`config.mk`:
```
export PLATFORM = sky130hd
export DESIGN_NAME = flash_bus_arbiter
export DESIGN_NICKNAME = d
export VERILOG_FILES = /design/src/rtl/flash_bus_arbiter.sv
export SDC_FILE = /design/constraint.sdc
export NUM_CORES = 1
export LEC_CHECK = 0
export BUFFER_PORTS_ARGS = -buffer_cell sky130_fd_sc_hd__buf_4
export CORE_MARGIN = 5
export CORE_UTILIZATION = 45
export CTS_CLUSTER_DIAMETER = 50
export DETAILED_ROUTE_END_ITERATION = 8
export GPL_ROUTABILITY_DRIVEN = 0
export PLACE_DENSITY = 0.78
export SETUP_SLACK_MARGIN = 0.4
export SYNTH_ARGS = -nofsm -noshare
export SYNTH_HDL_FRONTEND = slang
export SYNTH_SLANG_ARGS = --single-unit
```
`constraint.sdc`:
```
create_clock -name fx2Clk_in -period 5.49 [get_ports fx2Clk_in]
set_input_delay 0.8235 -clock fx2Clk_in [delete_from_list [all_inputs] [get_ports fx2Clk_in]]
set_output_delay 0.8235 -clock fx2Clk_in [all_outputs]
set_load 0.02 [all_outputs]
```
`src/rtl/flash_bus_arbiter.sv`:
```
// Purpose : two-port arbiter and cycle sequencer for an asynchronous 16-bit NOR flash.
// Latency : read done at T+1+READ_WAIT_CYC, write done at T+3+WE_PULSE_CYC (T = acceptance edge).
// Backpressure: reqN_ready_out is high only in IDLE for the granted port; other requests wait.
//
// Ports:
//   fx2Clk_in / reset_btn          clock, synchronous active-high reset
//   reqN_valid/write/addr/wdata_in request from port N (0 = host/USB, 1 = on-chip reader)
//   reqN_ready_out                 combinational acceptance (valid & ready on an edge)
//   rspN_done_out / rspN_rdata_out one-cycle completion pulse, read data held until next read
//   flash_*                        flash pins; data bus tri-state is resolved at the top level
//
// Optional feature: define FLASH_ARB_FIXED_PRIO_EN to make port 0 win every tie
// (round-robin otherwise).
module flash_bus_arbiter #(
  parameter int ADDR_W        = 26,
  parameter int DATA_W        = 16,
  parameter int READ_WAIT_CYC = 4,
  parameter int WE_PULSE_CYC  = 3
) (
  input  logic              fx2Clk_in,
  input  logic              reset_btn,
  input  logic              req0_valid_in,
  input  logic              req0_write_in,
  input  logic [ADDR_W-1:0] req0_addr_in,
  input  logic [DATA_W-1:0] req0_wdata_in,
  output logic              req0_ready_out,
  output logic              rsp0_done_out,
  output logic [DATA_W-1:0] rsp0_rdata_out,
  input  logic              req1_valid_in,
  input  logic              req1_write_in,
  input  logic [ADDR_W-1:0] req1_addr_in,
  input  logic [DATA_W-1:0] req1_wdata_in,
  output logic              req1_ready_out,
  output logic              rsp1_done_out,
  output logic [DATA_W-1:0] rsp1_rdata_out,
  output logic [ADDR_W-1:0] flash_address_out,
  output logic [DATA_W-1:0] flash_data_out,
  input  logic [DATA_W-1:0] flash_data_in,
  output logic              flash_data_oe_out,
  output logic              flash_ce_n_out,
  output logic              flash_oe_n_out,
  output logic              flash_we_n_out,
  output logic              flash_rst_n_out
);

  typedef enum logic [2:0] {IDLE, RD_WAIT, WR_SETUP, WR_PULSE, WR_HOLD, TURN} state_t;

  localparam logic [7:0] RD_CNT = 8'(READ_WAIT_CYC);
  localparam logic [7:0] WR_CNT = 8'(WE_PULSE_CYC);

  state_t            state_q, state_d;
  logic [7:0]        cnt_q, cnt_d;
  logic              owner_q, owner_d;
  logic              last_served_q, last_served_d;
  logic [ADDR_W-1:0] addr_q, addr_d;
  logic [DATA_W-1:0] wdata_q, wdata_d;
  logic [DATA_W-1:0] rdata0_q, rdata0_d, rdata1_q, rdata1_d;
  logic              ce_n_q, ce_n_d, oe_n_q, oe_n_d, we_n_q, we_n_d, data_oe_q, data_oe_d;
  logic              done0_q, done0_d, done1_q, done1_d;
  logic              rst_n_q;

  logic grant_vld, grant_port;

  // A lone requester is always granted; a tie goes to the port not served last
  // (or to port 0 when fixed priority is built in).
  always_comb begin
    grant_vld  = req0_valid_in | req1_valid_in;
    grant_port = req1_valid_in & ~req0_valid_in;
    if (req0_valid_in && req1_valid_in) begin
`ifdef FLASH_ARB_FIXED_PRIO_EN
      grant_port = 1'b0;
`else
      grant_port = ~last_served_q;
`endif
    end
  end

  assign req0_ready_out = (state_q == IDLE) && req0_valid_in && !grant_port;
  assign req1_ready_out = (state_q == IDLE) && req1_valid_in &&  grant_port;

  always_comb begin
    state_d       = state_q;
    cnt_d         = cnt_q;
    owner_d       = owner_q;
    last_served_d = last_served_q;
    addr_d        = addr_q;
    wdata_d       = wdata_q;
    rdata0_d      = rdata0_q;
    rdata1_d      = rdata1_q;
    case (state_q)
      IDLE: begin
        if (grant_vld) begin
          owner_d       = grant_port;
          last_served_d = grant_port;
          addr_d        = grant_port ? req1_addr_in  : req0_addr_in;
          wdata_d       = grant_port ? req1_wdata_in : req0_wdata_in;
          if (grant_port ? req1_write_in : req0_write_in) begin
            state_d = WR_SETUP;
            cnt_d   = WR_CNT;
          end else begin
            state_d = RD_WAIT;
            cnt_d   = RD_CNT;
          end
        end
      end
      RD_WAIT: begin
        if (cnt_q == 8'd1) begin
          state_d = TURN;
          if (owner_q) rdata1_d = flash_data_in;
          else         rdata0_d = flash_data_in;
        end else begin
          cnt_d = cnt_q - 8'd1;
        end
      end
      // The pulse count was loaded at acceptance and is held through setup.
      WR_SETUP: state_d = WR_PULSE;
      WR_PULSE: begin
        if (cnt_q == 8'd1) state_d = WR_HOLD;
        else               cnt_d   = cnt_q - 8'd1;
      end
      WR_HOLD: state_d = TURN;
      TURN:    state_d = IDLE;
      default: state_d = IDLE;
    endcase

    // Strobes are decoded from the next state and registered, so the pins are
    // glitch-free and change on the same edge as the state.
    ce_n_d    = !(state_d == RD_WAIT || state_d == WR_SETUP ||
                  state_d == WR_PULSE || state_d == WR_HOLD);
    oe_n_d    = !(state_d == RD_WAIT);
    we_n_d    = !(state_d == WR_PULSE);
    data_oe_d = (state_d == WR_SETUP) || (state_d == WR_PULSE) || (state_d == WR_HOLD);
    done0_d   = (state_d == TURN) && !owner_d;
    done1_d   = (state_d == TURN) &&  owner_d;
  end

  always_ff @(posedge fx2Clk_in) begin
    if (reset_btn) begin
      state_q       <= IDLE;
      cnt_q         <= 8'd0;
      owner_q       <= 1'b0;
      last_served_q <= 1'b1;
      addr_q        <= '0;
      wdata_q       <= '0;
      rdata0_q      <= '0;
      rdata1_q      <= '0;
      ce_n_q        <= 1'b1;
      oe_n_q        <= 1'b1;
      we_n_q        <= 1'b1;
      data_oe_q     <= 1'b0;
      done0_q       <= 1'b0;
      done1_q       <= 1'b0;
      rst_n_q       <= 1'b0;
    end else begin
      state_q       <= state_d;
      cnt_q         <= cnt_d;
      owner_q       <= owner_d;
      last_served_q <= last_served_d;
      addr_q        <= addr_d;
      wdata_q       <= wdata_d;
      rdata0_q      <= rdata0_d;
      rdata1_q      <= rdata1_d;
      ce_n_q        <= ce_n_d;
      oe_n_q        <= oe_n_d;
      we_n_q        <= we_n_d;
      data_oe_q     <= data_oe_d;
      done0_q       <= done0_d;
      done1_q       <= done1_d;
      rst_n_q       <= 1'b1;
    end
  end

  assign flash_address_out = addr_q;
  assign flash_data_out    = wdata_q;
  assign flash_data_oe_out = data_oe_q;
  assign flash_ce_n_out    = ce_n_q;
  assign flash_oe_n_out    = oe_n_q;
  assign flash_we_n_out    = we_n_q;
  assign flash_rst_n_out   = rst_n_q;
  assign rsp0_done_out     = done0_q;
  assign rsp1_done_out     = done1_q;
  assign rsp0_rdata_out    = rdata0_q;
  assign rsp1_rdata_out    = rdata1_q;

`ifndef SYNTHESIS
  // Wait counts must fit the 8-bit counter and be non-zero; the flash must never
  // drive the bus while the FPGA does.
  always @(posedge fx2Clk_in) begin
    assert (READ_WAIT_CYC >= 1 && READ_WAIT_CYC <= 255)
      else $error("READ_WAIT_CYC out of range 1..255");
    assert (WE_PULSE_CYC >= 1 && WE_PULSE_CYC <= 255)
      else $error("WE_PULSE_CYC out of range 1..255");
    assert (!(!flash_oe_n_out && flash_data_oe_out))
      else $error("oe_n and data_oe active together");
    assert (!(req0_ready_out && req1_ready_out))
      else $error("both ready outputs high");
  end
`endif

endmodule
```
After elaboration in Yosys (flattened, before gate mapping)
Cells that the tools add are included.
{"block": "totals", "word_cells": 73, "input_bits": 106, "reg_bits": 94}
{"block": "op_classes", "add_sub_neg": 1, "reduce_logical": 24, "eq_ne": 12, "bitwise": 5, "muxes": 16}
{"cell": "26-bit two-way mux", "count": 1}
{"cell": "16-bit two-way mux", "count": 1}
{"cell": "8-bit two-way mux", "count": 2}
{"cell": "8-bit case mux with 2 select lines", "count": 1}
{"cell": "3-bit case mux with 5 select lines", "count": 1}
{"cell": "3-bit by 2-bit equality test with 1-bit output (second input constant)", "count": 4}
{"cell": "3-bit two-way mux", "count": 4}
{"cell": "3-bit equality test (second input constant)", "count": 3}
{"cell": "3-bit AND reduction", "count": 3}
{"cell": "8-bit by 1-bit equality test with 1-bit output (second input constant)", "count": 1}
{"cell": "8-bit by 1-bit subtractor with 8-bit output (second input constant)", "count": 1}
{"cell": "1-bit logical AND", "count": 7}
{"cell": "3-bit by 1-bit equality test with 1-bit output (second input constant)", "count": 2}
{"cell": "1-bit zero test", "count": 5}
{"cell": "1-bit logical OR", "count": 5}
{"cell": "1-bit two-way mux", "count": 5}
{"cell": "2-bit inequality test (second input constant)", "count": 2}
{"cell": "3-bit zero test", "count": 1}
{"cell": "1-bit inverter", "count": 3}
{"cell": "2-bit two-way mux", "count": 1}
{"cell": "2-bit AND reduction", "count": 1}
{"cell": "2-bit nonzero test", "count": 1}
{"cell": "2-bit OR reduction", "count": 1}
{"cell": "1-bit bitwise AND", "count": 1}
{"cell": "1-bit bitwise OR", "count": 1}

Logic depth before layout (Yosys ltp)
{"block": "logic_depth", "ltp_word": 12, "ltp_mapped": 8, "mapped_depth_nobuf": 6}

Worst setup path after synthesis
Ideal clock, no wire load.
{"block": "synth_path", "path_kind": "in2out", "start": "input port req1_valid_in", "end": "output port req0_ready_out", "cell_stages": 3, "arrival_ns": 1.715, "required_ns": 4.667, "setup_slack_ns": 2.951, "cell_sequence": "a21boi_1 -> clkbuf_1 -> nor3_1"}
{"block": "synth_via", "elab_chain_cells": 4}
{"element": "start, declared", "line_no": "29", "rtl": "input logic req1_valid_in,"}
{"element": "1-bit bitwise AND or 1-bit logical AND (tied branches)", "line_no": "68, 69"}
{"element": "1-bit two-way mux (*)", "line_no": "69", "rtl": "if (req0_valid_in && req1_valid_in) begin"}
{"element": "1-bit zero test (*)", "line_no": "78", "rtl": "assign req0_ready_out = (state_q == IDLE) && req0_valid_in && !grant_port;"}
{"element": "1-bit logical AND (*)", "line_no": "78"}
{"element": "end, declared", "line_no": "26", "rtl": "output logic req0_ready_out,"}
Mark *: on every way between the ends. The rest lies on a longest branch, timed or not.

Worst setup path in the final report
{"block": "layout_path", "start": "input port req1_valid_in", "end": "output port req1_ready_out"}
{"block": "layout_via", "elab_chain_cells": 3}
{"element": "1-bit bitwise AND or 1-bit logical AND (tied branches)", "line_no": "68, 69"}
{"element": "1-bit two-way mux", "line_no": "69"}
{"element": "1-bit logical AND (*)", "line_no": "79", "rtl": "assign req1_ready_out = (state_q == IDLE) && req1_valid_in && grant_port;"}
{"element": "end, declared", "line_no": "33", "rtl": "output logic req1_ready_out,"}
Marks and branches as above.

==> summary.txt <==
Outcome
  • Outcome: finished, final reports clean

Timing
  • Rel. slew slack: 0.411
  • Setup tns final: 0 ns
  • RSZ-0062 raised after global routing: no
  • Worst-margin pin slew: between 0.8 and 0.9 ns
  • Max Freq: 330 MHz
  • Final Skew: 0.0162 ns
  • Tmin final: 3.03 ns
  • Final hold vios: 0
  • Setup violations, final: 0
  • Final worst path period share: 0.552
  • Slew Viols, Final: 0

Critical path
  • Buf/Inv on CP: 2
  • Worst Path Max Fanout: 45
  • Largest stage delay, worst path: 0.76 ns
  • Master of the slowest instance on the critical path: a21bo_2
  • Critical Path Sink Type: output pin
  • Critical Path Start Type: primary input
  • Critical path cell sequence: buf_4 > a21bo_2 > nor2_1 > buf_4
  • Most common cell on crit path: buf_4
  • CP top delay family: compound AO/OA/AOI/OAI gates
  • CP required: 4.67 ns
  • FF-to-FF setup slack: ~3.1 ns
  • Worst EP arrival: 2.21 ns
  • Critical path type: primary input to output pin

Synthesis
  • Post-synthesis cell count: approximately 460
  • Most frequent cells after synthesis: dfxtp_1 (94), nand2_1 (90), nor2_1 (83)
  • Synth area leaders: dfxtp_1 (48%), a311oi_1 (9.3%), mux2i_1 (8.9%)
  • Most common cell in the netlist: dfxtp_1
  • Mean Syn Cell Area: a little under 9 um2
  • Synth area leader: dfxtp_1
  • Ys Warns: 0
  • Yosys top cell area share: 0.478
  • Netlist cell types: 50
  • EDFF count, synth: 0
  • FFs w/ async S/R, synth: 0
  • Mapped Area: between 3000 and 4000 um2
  • Ys flop type: dfxtp_1
  • Synthesized Nets: 563
  • #FFs+latches synth: 94
  • Sequential fraction of the synthesis area: 0.478

CTS
  • Post-CTS Setup Inserts: 0
  • Clock Latency Late Sink: 0.36 ns
  • H-tree levels: 3
  • Post-CTS resize count: 0
  • CTS Buf Count: 9
  • Clock transition at the registers of the reported paths: 0.09 ns
  • TritonCTS clock tree: done
  • Clock Tree Root: clkbuf_8
  • Hold buffers post-CTS: 0
  • CTS sink count: 94
  • Clock Tree Buf Depth: 2

Drt
  • Number of remaining DRC errors: 0
  • DRT Wirelength: 10900 um
  • Post-route ant nets: 0
  • Iteration-0 DRC Markers: 144
  • Initial DRT Pass Iterations: 5
  • Via count: around 3800
  • Vias/cell: around 5.2
  • Wire per inst: around 15 um

Place
  • DP Wirelength: 8060 um
  • DP Cell Count: 720
  • Port-buffer cells: ~190

Power
  • Net Sw Frac: 0.351
  • Psw: 691 uW
  • Combinational Power Share: 0.327
  • Worst ir drop on vdd: roughly 0.18 mV
  • Power Dens Cells: 353 nW/um2
  • Flop pwr share: 0.428
  • P_leak: ~0.0026 uW
  • Clock network power share: 0.246
  • Pwr Total: 1970 uW
  • Int Pwr: ~1300 uW

Global route
  • Initial antenna violation count: 0
  • Total global-route track usage: 0.195
  • Largest net degree at the start of global routing: 90
  • Met2 global-route usage: 0.321
  • Global-route wire length before repair: 17700 um
  • GR peak layer: met2
  • Met1 Track Usage GR: 0.226
  • Met3 usage: 0.0833
  • Vias in the first global route: 3808
  • Total gr overflow: 0

Layout
  • Layout cells sized above 1: 0.347
  • Util after Layout: 0.647
  • Finished Layout Cells: 736
  • FF/Latch Area: 1880 um2
  • # fillers: 732
  • Area occupied by multi-input gates: 1900 um2
  • Layout area overhead: 41.9%
  • Ant. Diodes: 0
  • Nets: 731

Floorplan
  • Die X-Extent: 104 um
  • Row cnt: 34
  • Initial core utilization: 0.456
  • DIE AREA: about 11000 um2
  • Die Y: roughly 100 um
  • Core ar.: 8640 um2
  • IO Pins: 189

Min path
  • Hold Path Class: register to register

Job
  • Max-cap violation count: 0
registers in the layout, indices dropped and copies added (netlist names), 3 cells and up:
signal,flops
cnt_q,8
rsp1_rdata_out,16
flash_data_out,16
state_q,3
flash_address_out,26
rsp0_rdata_out,16
per-layer routing:
layer | part of all wire | wire, um | vias up
met1 | 0.41 | 4470 | 1725
met4 | 0.017 | 183 | 0
li1 | - | - | 1931
met5 | 0 | 0 | -
met2 | 0.47 | 5150 | 160
met3 | 0.10 | 1130 | 18
power groups by stage:
stage                     combinational [uW]  clock, uW  sequential [uW]
final                                    644        484              843
after global routing                     707        529              856
after CTS                                650        498              843
after detailed placement                 648          0              858
after global placement                   635          0              854
after floorplan                          323          0              927
worst reg2reg max path, stage by stage, from the launching register on:
cell and delay, ns:
dfxtp_1 0.36, nor4_1 0.72, nand4_2 0.78, mux2i_1 0.37
nor2_1 0.06
logic make-up after synthesis:
kind of cell | share of synthesized area
mux | 0.0918
flops | 0.478
simple gates | 0.224
buf+inv | 0.0461
fa+ha+maj | 0.00635
compound gates | 0.154
layout make-up:
cell class / instances / area share
clock inverter: 7 / 0.0161
tap: 108 / 0.0242
multi-input combinational: 321 / 0.340
sequential: 94 / 0.337
timing repair buffer: 191 / 0.257
clock buffer: 9 / 0.0222
inverter: 6 / 0.00403
path summary, 6_finish.rpt:
path | from | to | cells after the start
max | req1_valid_in | req1_ready_out | 4
min | cnt_q[1]$_SDFFE_PP0P_ | cnt_q[1]$_SDFFE_PP0P_ | 2
max reg2reg | cnt_q[5]$_SDFFE_PP0P_ | rsp1_rdata_out[8]$_SDFFE_PP0P_ | 4
min reg2reg | cnt_q[1]$_SDFFE_PP0P_ | cnt_q[1]$_SDFFE_PP0P_ | 2
cells in the final DEF, fill, tap and decap left out, types with 2 or more instances in the layout:
| cell type | Yosys | routed |
|---|---|---|
| mux2i_1 | 35 | 35 |
| ha_1 | 2 | 2 |
| buf_4 | 1 | 191 |
| a211oi_1 | 2 | 2 |
| nor3_1 | 5 | 5 |
| nand2_1 | 90 | 90 |
| o21ai_0 | 4 | 4 |
| nor2_1 | 83 | 83 |
| nor2b_1 | 4 | 4 |
| nor3b_1 | 2 | 2 |
| o221ai_1 | 2 | 2 |
| nand3_1 | 6 | 6 |
| o211ai_1 | 4 | 4 |
| or2_2 | 2 | 2 |
| clkinv_4 | 0 | 2 |
| dfxtp_1 | 94 | 94 |
| a311oi_1 | 42 | 42 |
| nand2b_1 | 3 | 3 |
| clkbuf_8 | 0 | 9 |
| a21oi_1 | 6 | 6 |
| or3b_2 | 2 | 2 |
| nor4_1 | 2 | 2 |
| inv_8 | 0 | 3 |
| o22ai_1 | 2 | 2 |
| inv_1 | 5 | 5 |
per-stage QoR:
| step | hold WS (ns) | setup WS (ns) | instance area (um2) |
|---|---|---|---|
| 2_1_floorplan | 0.457 | 2.95 | 3940 |
| 3_3_place_gp | 0.471 | 2.49 | 5370 |
| 3_5_place_dp | 0.478 | 2.46 | 5370 |
| 4_1_cts | 0.492 | 2.45 | 5590 |
| 5_1_grt | 0.515 | 2.38 | 5590 |
| 6_report | 0.491 | 2.46 | 5590 |
No activity file was read; power rests on OpenSTA's default activity.
